File: config.mk
export PLATFORM = sky130hd
export DESIGN_NAME = add_tree_accum
export DESIGN_NICKNAME = d
export VERILOG_FILES = /design/src/rtl/add_tree_accum.sv
export SDC_FILE = /design/constraint.sdc
export NUM_CORES = 1
export LEC_CHECK = 0
export ABC_AREA = 1
export CORE_UTILIZATION = 45
export DETAILED_ROUTE_END_ITERATION = 7
export PLACE_DENSITY = 0.7
export RECOVER_POWER = 100
export SYNTH_ARGS = -nofsm -noshare
export SYNTH_HDL_FRONTEND = slang
export SYNTH_SLANG_ARGS = --single-unit
File: constraint.sdc
create_clock -name clk -period 3.9 [get_ports clk]
set_clock_uncertainty 0.05 [all_clocks]
set_input_delay 0.39 -clock clk [delete_from_list [all_inputs] [get_ports clk]]
set_output_delay 0.39 -clock clk [all_outputs]
set_load 0.005 [all_outputs]
File: src/rtl/add_tree_accum.sv
// add_tree_accum: sums NUM_IN signed operands per beat through a registered adder
// tree, accumulates first/last framed beats and emits one result per frame.
// Build option: define ADD_SAT_EN to clamp out_data (and flag out_sat) instead of wrapping.
`timescale 1ns/1ps
`ifndef ADD_OUT_WIDTH
`define ADD_OUT_WIDTH 16
`endif

module add_tree_accum #(
  parameter int DATA_WIDTH = `ADD_OUT_WIDTH,
  parameter int NUM_IN     = 8,
  parameter int ACC_GUARD  = 8
) (
  input  logic                         clk,
  input  logic                         rst,
  input  logic                         in_valid,
  output logic                         in_ready,
  input  logic [NUM_IN*DATA_WIDTH-1:0] in_data,
  input  logic                         in_first,
  input  logic                         in_last,
  output logic                         out_valid,
  input  logic                         out_ready,
  output logic [DATA_WIDTH-1:0]        out_data,
  output logic                         out_sat
);

  localparam int LEVELS    = $clog2(NUM_IN);
  localparam int SUM_W     = DATA_WIDTH + LEVELS;
  localparam int ACC_WIDTH = DATA_WIDTH + LEVELS + ACC_GUARD;

  logic stall;

  logic [LEVELS-1:0] vld_q, vld_d;
  logic [LEVELS-1:0] first_q, first_d;
  logic [LEVELS-1:0] last_q, last_d;

  logic signed [SUM_W-1:0]     tree_sum;
  logic signed [ACC_WIDTH-1:0] acc_q, acc_d;
  logic                        acc_vld_q, acc_vld_d;
  logic                        acc_last_q, acc_last_d;

  logic [DATA_WIDTH-1:0] narrow;
  logic                  narrow_sat;
  logic                  out_load;
  logic                  out_valid_q, out_valid_d;
  logic [DATA_WIDTH-1:0] out_data_q, out_data_d;
  logic                  out_sat_q, out_sat_d;

  logic [DATA_WIDTH-1:0] op [NUM_IN];

  // A held result freezes the whole pipe, so upstream must see not-ready at once.
  always_comb begin
    stall = out_valid_q && !out_ready;
  end

  assign in_ready = !stall;

  always_comb begin
    for (int k = 0; k < NUM_IN; k++) begin
      op[k] = in_data[k*DATA_WIDTH +: DATA_WIDTH];
    end
  end

  // Beat valid and framing flags ride alongside the tree data, one bit per level.
  // NOTE: every always_comb output gets a default first so no path leaves a latch.
  always_comb begin
    vld_d   = vld_q;
    first_d = first_q;
    last_d  = last_q;
    if (!stall) begin
      vld_d   = (vld_q << 1)   | LEVELS'(in_valid);
      first_d = (first_q << 1) | LEVELS'(in_first);
      last_d  = (last_q << 1)  | LEVELS'(in_last);
    end
  end

  for (genvar l = 0; l < LEVELS; l++) begin : g_lvl
    localparam int SRC_W = DATA_WIDTH + l;
    localparam int W     = SRC_W + 1;
    localparam int N     = NUM_IN >> (l + 1);

    logic [SRC_W-1:0] src   [2*N];
    logic [W-1:0]     sum_d [N];
    logic [W-1:0]     sum_q [N];

    if (l == 0) begin : g_src
      always_comb begin
        for (int i = 0; i < 2*N; i++) begin
          src[i] = op[i];
        end
      end
    end else begin : g_src
      always_comb begin
        for (int i = 0; i < 2*N; i++) begin
          src[i] = g_lvl[l-1].sum_q[i];
        end
      end
    end

    // One bit of sign extension per level keeps every partial sum exact.
    always_comb begin
      for (int i = 0; i < N; i++) begin
        sum_d[i] = {src[2*i][SRC_W-1], src[2*i]} + {src[2*i+1][SRC_W-1], src[2*i+1]};
      end
    end

    // NOTE: tree data registers carry no reset; the valid bits qualify them.
    always_ff @(posedge clk) begin
      if (!stall) begin
        for (int i = 0; i < N; i++) begin
          sum_q[i] <= sum_d[i];
        end
      end
    end
  end

  always_comb begin
    tree_sum = g_lvl[LEVELS-1].sum_q[0];
  end

  // Bubbles leave the accumulator untouched; a non-first beat adds onto whatever is held.
  always_comb begin
    acc_d      = acc_q;
    acc_vld_d  = acc_vld_q;
    acc_last_d = acc_last_q;
    if (!stall) begin
      acc_vld_d  = vld_q[LEVELS-1];
      acc_last_d = last_q[LEVELS-1];
      if (vld_q[LEVELS-1]) begin
        acc_d = first_q[LEVELS-1] ? ACC_WIDTH'(tree_sum) : acc_q + ACC_WIDTH'(tree_sum);
      end
    end
  end

`ifdef ADD_SAT_EN
  localparam logic signed [ACC_WIDTH-1:0] SAT_MAX = ACC_WIDTH'({1'b0, {(DATA_WIDTH-1){1'b1}}});
  localparam logic signed [ACC_WIDTH-1:0] SAT_MIN = ~SAT_MAX;

  always_comb begin
    narrow     = acc_q[DATA_WIDTH-1:0];
    narrow_sat = 1'b0;
    if (acc_q > SAT_MAX) begin
      narrow     = SAT_MAX[DATA_WIDTH-1:0];
      narrow_sat = 1'b1;
    end else if (acc_q < SAT_MIN) begin
      narrow     = SAT_MIN[DATA_WIDTH-1:0];
      narrow_sat = 1'b1;
    end
  end
`else
  always_comb begin
    narrow     = acc_q[DATA_WIDTH-1:0];
    narrow_sat = 1'b0;
  end
`endif

  // A taken result may be replaced on the same edge, giving back-to-back output.
  always_comb begin
    out_load    = !stall && acc_vld_q && acc_last_q;
    out_valid_d = stall ? out_valid_q : (acc_vld_q && acc_last_q);
    out_data_d  = out_load ? narrow : out_data_q;
    out_sat_d   = out_load ? narrow_sat : out_sat_q;
  end

  // NOTE: state registers use non-blocking assignments so every flop samples pre-edge values.
  always_ff @(posedge clk or posedge rst) begin
    if (rst) begin
      vld_q       <= '0;
      first_q     <= '0;
      last_q      <= '0;
      acc_q       <= '0;
      acc_vld_q   <= 1'b0;
      acc_last_q  <= 1'b0;
      out_valid_q <= 1'b0;
      out_data_q  <= '0;
      out_sat_q   <= 1'b0;
    end else begin
      vld_q       <= vld_d;
      first_q     <= first_d;
      last_q      <= last_d;
      acc_q       <= acc_d;
      acc_vld_q   <= acc_vld_d;
      acc_last_q  <= acc_last_d;
      out_valid_q <= out_valid_d;
      out_data_q  <= out_data_d;
      out_sat_q   <= out_sat_d;
    end
  end

  assign out_valid = out_valid_q;
  assign out_data  = out_data_q;
  assign out_sat   = out_sat_q;

endmodule

After elaboration in Yosys (flattened, before gate mapping)
Memory sizes are Yosys's and may differ from the RTL's.
Cells that the tools add are included.
Cells by class
  bitwise logic cells: 4
  add/subtract/negate cells: 8
  multiplexer cells: 2
  reductions and logical operators: 7
Operator list (count)
  16-bit by 16-bit adder with 17-bit output: 4
  17-bit by 17-bit adder with 18-bit output: 2
  27-bit by 19-bit adder with 27-bit output: 1
  27-bit two-way mux: 1
  18-bit by 18-bit adder with 19-bit output: 1
  3-bit by 1-bit OR with 3-bit output: 3
  1-bit logical AND: 4
  1-bit zero test: 2
  2-bit AND reduction: 1
  1-bit two-way mux: 1
  1-bit inverter: 1
Storage, ports and cells
  RAM bits: 123
  flip-flop bits (word level): 55
  word-level logic and storage cells: 32
  memories kept: 3
  output and inout bits: 19
  input port bits: 134
Memories
  g_lvl[0].sum_q: depth 4, bits a word 17, rd ports 4, clocked after Yosys merged registers in 0, write ports 4, RTL line 84  | logic [W-1:0] sum_q [N];
  g_lvl[1].sum_q: depth 2, bits a word 18, rd ports 2, clocked after Yosys merged registers in 0, write ports 2, RTL line 84
  g_lvl[2].sum_q: depth 1, bits a word 19, rd ports 1, clocked after Yosys merged registers in 0, write ports 1, RTL line 84

Depth between registers and ports, before layout
Gate-level depths: netlist (run 1).
  depth in word-level cells: 5
  gate-level depth with buffers: 12

Worst setup path after synthesis (run 1)
No wires, ideal clock.
  kind: register to register
  start: register out_valid_q, in the netlist out_valid
  end: memory g_lvl[0].sum_q[0][0] (netlist bit), enable pin
  clock period less this slack: 4399 ps
  setup slack: -499 ps
  cell stages (with the launch flop): 5
  setup time: 522 ps
  arrival: 3827 ps
  path through: dfrtp_1 -> inv_1 -> nor2_2 -> inv_2 -> clkbuf_1
RTL lines
  start, declared: RTL line 45  | logic out_valid_q, out_valid_d;
  start signal, assigned: RTL line 184  | out_valid_q <= out_valid_d;
  end, declared: RTL line 84

Final worst setup path (run 1)
  start: input out_ready
  end: register acc_q[12]
On the way
  word-level cells in the longest chain between the ends: 4
RTL lines
  start, declared: RTL line 22  | input logic out_ready,
  1-bit zero test: RTL line 53  | stall = out_valid_q && !out_ready;
  1-bit logical AND: RTL line 53
  1-bit inverter (no line)
  2-bit AND reduction (no line)
  end signal, assigned: RTL line 171  | acc_q <= '0;
  end signal, assigned: RTL line 181  | acc_q <= acc_d;
  end, declared: RTL line 38  | logic signed [ACC_WIDTH-1:0] acc_q, acc_d;
Every way passes these cells.
A chain may end at the register's enable or synchronous reset.

==> results.toml, run 1 <==
[sta]
setup_viol = 0
post-route-period-util = 0.726
slew_violations = 45
worst_slew_margin_rel = -0.549
tightest_slew_ns = 2.32
fin_crit_ns = 2.83
hold_violations = 0
clock.fmax_mhz = 353
rsz0062_at_grt = "no"
finalSetupTns_ns = 0

[logic_synthesis]
synth_cell_types = 42
yosysWarnings = 0
synth_top_cell_area_share = 0.301
syn_area_per_cell_um2 = 8.67
synth_area_um2 = 11200
synthFlopType = "edfxtp_1"
syn_nets = 1551
synth_cells = 1289
synth_seq_cells = 156
yosys.area.top_type = "edfxtp_1"
synth_edf_count = 112
yosysSeqAreaShare = 0.399
yosysMostFrequentCell = "nand2_1"
ys_top_cells_by_count = "331 x nand2_1, 120 x ha_1, 112 x edfxtp_1, 110 x a21oi_1, 108 x nor2_1"
async_reset_ff_frac = 0.282
synthTopCellsByArea = "edfxtp_1 30%, ha_1 13%, nand2_1 11%, dfrtp_1 9.9%, a21oi_1 4.9%"

[clock_tree]
cts_resized = 0
cts_buffers = 17
post_cts_buffers = 0
cts_tree = "done"
clk_pin_slew_worst_paths_ns = 0.06
clock_latency_ns = 0.42
cts.sinks = 156
cts-hold-fix-buffers = 0
h-tree-depth = 4
clock_path_buffers = 2
cts_root_buffer = "clkbuf_16"

[worst_hold_path]
hold_path_end = "first_q[1]$_DFFE_PP0N_"
min_path_type = "flop to flop"
hp-start = "first_q[0]$_DFFE_PP0N_"
holdPathStages = 2

[setup_path]
required_ns = 4.20
worstPathArrival_ns = 3.13
r2r_end = "acc_q[12]$_DFFE_PP0P_"
critPathLaunch = "out_ready"
r2r.worst_path.cells = 7
critPathMaxFanout = 17
startpoint_type = "input port"
critical_path_class = "input port to flop"
rrSetupSlack_ns = 1.10
r2r_start = "out_valid$_DFFE_PP0N_"
endpoint_kind = "flop"

[drt]
ant_nets = 0
drtPass1Iterations = 5
detail_route.wl_per_cell_um = 12.7
routed_via_density = 5.09
via_count = 9103
drcViolationCount = 0
wl_um = 22800
drt_iter0_drc = 447

[grt]
grt.total_usage = 0.184
grt_max_degree = 62
grt_pass1_wl_um = 38900
antenna_found_initial = 0
overflow = 0
grt_pass1_vias = 8798

[status]
status = "finished, violations left"
violations = "capacitance limit, slew limit"

[power_and_ir_drop]
p_total_mw = 10.2
leakagePower_nw = 6.26
power_density_nw_per_um2 = 752
ir_drop_mv = 0.408

[placement]
dp_cells = 1758
hpwl_um = 18400
io_buffers = 151
place_congestion = 0.918

[floorplanning]
fp.dieW_um = 160
coreArea_um2 = 24300
die_area_um2 = 25500
die_y_um = 160
num_rows = 57
io_pins = 153
start_util = 0.460

[job]
drv_cap = 1

[layout]
n_antenna_cell = 0
instances_no_fill = 1790
fin_nets = 1715
drive_above_1_share = 0.0443
syn2layout_area_growth_pct = 21.2
fin_util = 0.557
-- registers in the layout, summed over array words and instances, names as in the netlist --
| register | cells |
|---|---|
| vld_q | 3 |
| g_lvl.sum_q | 112 |
| first_q | 3 |
| out_data | 16 |
| acc_q | 16 |
| acc_last_q | 1 |
| last_q | 3 |
| out_valid | 1 |
| acc_vld_q | 1 |
-- cell usage in the layout (no fill, tap or decap), types with 17 or more instances in the layout --
master	count
nand2_1	333
ha_1	120
nand3_1	100
clkdlybuf4s50_1	124
clkbuf_16	17
edfxtp_1	112
dlygate4sd3_1	27
xor2_1	62
inv_1	96
a21o_1	19
o21ai_0	36
xnor2_1	32
dfrtp_1	44
nor2_1	110
a21oi_1	113
-- critical path: stages --
cell	delay, ns
clkdlybuf4s50_1	0.46
nor2_1	0.16
nor2_1	0.81
clkinvlp_2	0.91
nor2_1	0.25
nand2_1	0.07
nand2_1	0.05
-- final cells by class --
type	instances	area [µm²]
tap	324	405
inverter	104	394
multi-input combinational	1020	6180
clock inverter	15	148
sequential	156	4460
timing repair buffer	154	1530
fill	2206	10800
clock buffer	17	425
-- power by group --
part / leakage (nW) / total [mW] / switching, mW / internal (mW)
Combinational: 4.29 / 5.38 / 3.18 / 2.20
Clock: 0.273 / 1.61 / 0.669 / 0.940
Sequential: 1.70 / 3.20 / 0.366 / 2.84
-- kinds of logic after synthesis --
group	Yosys count	share of synthesized area
other	1	0.000336
XOR/XNOR	95	0.0751
AND/OR/NAND/NOR	576	0.220
flip-flops	156	0.399
multiplexers	10	0.0101
buffers and inverters	113	0.0404
adder cells (fa/ha/maj)	128	0.149
AO/OA/AOI/OAI	210	0.106
-- worst max-delay path by stage --
stage	slack, ns	cells after the start	to
final	1.07	7	acc_q[12]$_DFFE_PP0P_
after global placement	1.44	4	in_ready
after CTS	1.41	4	in_ready
after detailed placement	1.42	4	in_ready
after global routing	0.70	7	acc_q[8]$_DFFE_PP0P_
after floorplan	1.31	4	g_lvl[0].sum_q[0][0]$_DFFE_PN_
-- layer usage --
layer	vias up	GRT usage	part of all wire	routed length [µm]
met2	212	0.328	0.49	11200
met3	34	0.0242	0.036	827
met1	4104	0.230	0.45	10300
li1	4753	-	-	-
met4	0	0.0625	0.019	439
met5	-	0	0	0
-- per-stage QoR --
stage / area [µm²] / worst slack [ns] / hold slack (ns)
floorplan: 11200 / 1.31 / 0.392
global placement: 13100 / 1.44 / 0.403
detailed placement: 13100 / 1.42 / 0.417
CTS: 13600 / 1.41 / 0.377
global route: 13500 / 0.701 / 0.458
finish: 13500 / 1.07 / 0.424
Power figures use the tool's default switching activity.
==> run 2, diff against run 1 <==
Settings changed: PLACE_DENSITY 0.7 to 0.68.
Clock period 3.9 ns to 2.7 ns, I/O delays scaled along.
==> results.toml, run 2 (synthesis gave the netlist of run 1 again) <==
[status]
status = "finished clean"

[placement]
dp_cells = 1760
place_congestion = 0.924
pre_cts_ws_ns = 0.435
hpwl_um = 19200
io_buffers = 151

[layout]
nFillCells = 2206
layout_common_cells = "333 x nand2_1, 124 x clkdlybuf4s50_1, 120 x ha_1"
syn2layout_area_growth_pct = 21.1
fin_nets = 1717
final_common_cell = "nand2_1"
drive_above_1_share = 0.0450
instances_no_fill = 1792
regMostFlops = "g_lvl.sum_q"
largest_reg_flops = 112
n_antenna_cell = 0

[clock_tree]
clock_path_buffers = 2
cts_root_buffer = "clkbuf_16"
clock_latency_ns = 0.42
cts_tree = "done"
cts_buffers = 17
h-tree-depth = 4
clk_pin_slew_worst_paths_ns = 0.06
cts_resized = 0
cts-hold-fix-buffers = 0
cts.sinks = 156
post_cts_buffers = 0

[drt]
drcViolationCount = 0
drtPass1Iterations = 5
drt_iter0_drc = 478
routed_via_density = 5.10
wl_um = 23400
via_count = 9140
detail_route.wl_per_cell_um = 13.1
ant_nets = 0

[setup_path]
r2r.worst_path.cells = 4
critPathLaunch = "out_valid$_DFFE_PP0N_"
critPathMaxFanout = 59
cp_slowest_cell = "buf_2"
slowest_delay_ns = 1.00
startpoint_type = "flop"
crit_end = "g_lvl[0].sum_q[2][1]$_DFFE_PN_"
cp_cell_sequence = "inv_1 -> nor2_1 -> inv_4 -> buf_2"
rrSetupSlack_ns = 0.50
r2r_end = "g_lvl[0].sum_q[2][1]$_DFFE_PN_"
r2r_start = "out_valid$_DFFE_PP0N_"
worstPathArrival_ns = 2.18
critical_path_class = "flop to flop"
endpoint_kind = "flop"
required_ns = 2.68

[floorplanning]
die_area_um2 = 25500
start_util = 0.460
num_rows = 57
io_pins = 153
fp.dieW_um = 160
die_y_um = 160
coreArea_um2 = 24300

[sta]
setup_viol = 0
worst_slew_margin_rel = 0.152
slew_violations = 0
fin_crit_ns = 2.20
worst_slack_ns = 0.504
hold_violations = 0
rsz0062_at_grt = "no"
clock.fmax_mhz = 455
post-route-period-util = 0.814
tightest_slew_ns = 1.27
finalSetupTns_ns = 0

[grt]
antenna_found_initial = 0
overflow = 0
grt_max_degree = 60
grt_pass1_vias = 8954
grt_pass1_wl_um = 39500
grt.total_usage = 0.190

[power_and_ir_drop]
leakagePower_nw = 6.27
p_total_mw = 14.6
ir_drop_mv = 0.655
power_density_nw_per_um2 = 1080

[worst_hold_path]
min_path_type = "input port to async pin"

[job]
drv_cap = 0
==> run 2: cell count changes in the layout (fill, tap and decap cells not counted), sizes merged <==
cell | before | now
bufinv | 2 | 0
clkinv | 8 | 5
clkinvlp | 4 | 0
clkbuf | 20 | 25
buf | 0 | 1
inv | 105 | 110
==> run 2: per-stage QoR <==
stage	hold slack, ns	area (µm²)	utilization
global route	0.209	13500	0.557
detailed placement	0.413	13100	0.539
floorplan	0.330	11200	-
CTS	0.0538	13700	0.561
finish	0.200	13500	0.557
global placement	0.406	13100	0.539
==> run 2: cell type report <==
cell class / instances / area [µm²] / share of cell area
clock buffer: 21 / 472 / 0.0348
inverter: 104 / 395 / 0.0292
multi-input combinational: 1020 / 6190 / 0.457
timing repair buffer: 156 / 1530 / 0.113
tap: 324 / 405 / 0.0299
sequential: 156 / 4460 / 0.330
clock inverter: 11 / 81.3 / 0.00601
==> run 2: how the worst min path moves through the flow <==
stage	start	end	slack, ns
finish	rst	acc_vld_q$_DFFE_PP0N_	0.20
global route	rst	acc_vld_q$_DFFE_PP0N_	0.21
CTS	rst	acc_last_q$_DFFE_PP0N_	0.05
detailed placement	first_q[0]$_DFFE_PP0N_	first_q[1]$_DFFE_PP0N_	0.41
global placement	last_q[0]$_DFFE_PP0N_	last_q[1]$_DFFE_PP0N_	0.41
floorplan	in_first	first_q[0]$_DFFE_PP0N_	0.33
==> run 2: where the power goes <==
group,internal [mW],switching [mW]
Combinational,3.14,4.61
Clock,1.27,0.968
Sequential,4.09,0.551
Total,8.50,6.13
==> run 2: per-layer routing <==
metal | up-vias | part of all wire | GRT usage | routed length (µm)
met4 | 0 | 0.018 | 0.0625 | 425
met2 | 202 | 0.50 | 0.345 | 11600
met5 | - | 0 | 0 | 0
li1 | 4745 | - | - | -
met3 | 31 | 0.036 | 0.0305 | 831
met1 | 4162 | 0.45 | 0.227 | 10600
==> run 2: worst max-delay path, delay by kind of cell, from the launching register on <==
| family | cells | cell delay (ns) |
|---|---|---|
| buf+inv | 3 | 1.27 |
| flops | 1 | 0.37 |
| simple gates | 1 | 0.07 |
==> run 3, diff against run 2 <==
Settings changed: PLACE_DENSITY 0.68 to 0.7.
Clock period 2.7 ns to 1.85 ns, I/O delays scaled along.
==> results.toml, run 3 (synthesis gave the netlist of run 1 again) <==
[clock_tree]
clk_pin_slew_worst_paths_ns = 0.06
h-tree-depth = 4
cts-hold-fix-buffers = 0
cts_buffers = 17
clock_latency_ns = 0.42
clock_path_buffers = 2
cts_tree = "done"
cts_root_buffer = "clkbuf_16"
cts.sinks = 156

[setup_path]
worstPathArrival_ns = 2.07
critPathMaxFanout = 4
worst-path-buf-inv = 0
startpoint_type = "flop"
critPathTopFamily = "adder cells"
cp_slowest_cell = "edfxtp_1"
slowest_delay_ns = 0.42
cp_cell_sequence = "ha_1 -> fa_2 -> nand3_2 -> nand2_4 -> nand2_4 -> nand2_4 -> nand4_1 -> nand2_1 -> xor2_1"
endpoint_kind = "flop"
critical_path_class = "flop to flop"
critPathMostFrequentCell = "nand2_4"
required_ns = 1.96

[placement]
pre_cts_ws_ns = -0.320
io_buffers = 151
hpwl_um = 19400
place_congestion = 0.923
placed_area_um2 = 13900

[sta]
tightest_slew_ns = 1.08
slew_violations = 0
worst_slack_ns = -0.109
post-route-period-util = 1.06
worst_slew_margin_rel = 0.280
timing.hold.ws_ns = 0.263
clock.fmax_mhz = 510
hold_violations = 0
setup_viol = 15
fin_crit_ns = 1.96
rsz0062_at_grt = "yes"

[layout]
nFillCells = 2056
largest_reg_flops = 112
regMostFlops = "g_lvl.sum_q"
drive_above_1_share = 0.164
layout_common_cells = "314 x nand2_1, 124 x clkdlybuf4s50_1, 112 x edfxtp_1"
n_antenna_cell = 0
final_common_cell = "nand2_1"
fin_nets = 1834
syn2layout_area_growth_pct = 33.5
fin_area_um2 = 14900

[grt]
grt.total_usage = 0.196
antenna_found_initial = 0
grt_max_degree = 83
overflow = 0
grt_pass1_wl_um = 41200
grt_pass1_vias = 9315

[floorplanning]
die_y_um = 160
num_rows = 57
coreArea_um2 = 24300
io_pins = 153
fp.dieW_um = 160
start_util = 0.460
die_area_um2 = 25500

[drt]
via_count = 9726
ant_nets = 0
drtPass1Iterations = 7
wl_um = 24800
drcViolationCount = 0
routed_via_density = 5.09
drt_iter0_drc = 520
detail_route.wl_per_cell_um = 13.0

[status]
violations = "setup timing"
status = "finished, violations left"

[job]
drv_cap = 0

[power_and_ir_drop]
leakagePower_nw = 6.85
ir_drop_mv = 1.01
power_density_nw_per_um2 = 1590

[worst_hold_path]
min_path_type = "input port to flop"
-- run 3: changes by cell type in the layout (fill, tap and decap cells not counted), sizes merged --
cell         before  now
clkinvlp          0    1
dlygate4sd3      27   26
clkinv            5    6
inv             110  104
clkbuf           25   40
buf               1  107
dlygate4sd2       0    1
-- run 3: repair_timing --
| item | CTS | global route |
|---|---|---|
| endpoints found under the setup margin | 16 | 35 |
| gates resized for setup | 19 | 84 |
| setup buffers | 2 | 8 |
| pin swaps | 3 | 22 |
-- run 3: area by class of cell --
cell class / count / area (µm²) / share of cell area
Tap cell: 324 / 405 / 0.0272
Clock inverter: 7 / 42.5 / 0.00285
Multi-Input combinational cell: 1020 / 6700 / 0.449
Clock buffer: 25 / 487 / 0.0326
Inverter: 104 / 395 / 0.0265
Sequential cell: 156 / 4460 / 0.299
Timing Repair Buffer: 273 / 2430 / 0.163
-- run 3: layer usage --
metal | GRT usage | wire, µm | vias to the layer above
li1 | - | - | 4982
met1 | 0.241 | 11000 | 4518
met2 | 0.356 | 12700 | 198
met3 | 0.0274 | 765 | 28
met4 | 0.0533 | 355 | 0
met5 | 0 | 0 | -
-- run 3: metrics by stage --
stage | std cells | util | total power, mW | TNS [ns]
4_1_cts | 1901 | 0.597 | 22.4 | -0.238
6_report | 1909 | 0.613 | 23.6 | -0.661
2_1_floorplan | 1289 | - | 15.4 | 0
3_3_place_gp | 1867 | 0.572 | 18.6 | -6.87
5_1_grt | 1909 | 0.613 | 25.7 | -5.03
3_5_place_dp | 1867 | 0.572 | 19.0 | -8.40
-- run 3: tightest hold or removal path: stages --
cell	delay, ns
clkdlybuf4s50_1	0.40
nand2_1	0.07
nand2_1	0.04
-- run 3: path summary, 6_finish.rpt --
path	depth (start not counted)	startpoint	to	slack, ns
worst max-delay path	9	g_lvl[1].sum_q[0][18]$_DFFE_PN_	g_lvl[2].sum_q[0][10]$_DFFE_PN_	-0.11
worst min-delay path	3	in_valid	vld_q[0]$_DFFE_PP0N_	0.26
worst max register to register	9	g_lvl[1].sum_q[0][18]$_DFFE_PN_	g_lvl[2].sum_q[0][10]$_DFFE_PN_	-0.11
worst min register to register	2	last_q[0]$_DFFE_PP0N_	last_q[1]$_DFFE_PP0N_	0.43
max in group asynchronous	3	rst	out_data[12]$_DFFE_PP0P_	0.58
min in group asynchronous	3	rst	first_q[0]$_DFFE_PP0N_	0.51
-- run 3: where the power goes --
part	total [mW]	switching, mW	internal (mW)
combinational	13.6	7.45	6.11
sequential	6.97	0.986	5.99
clock	3.12	1.29	1.82
total	23.6	9.73	13.9
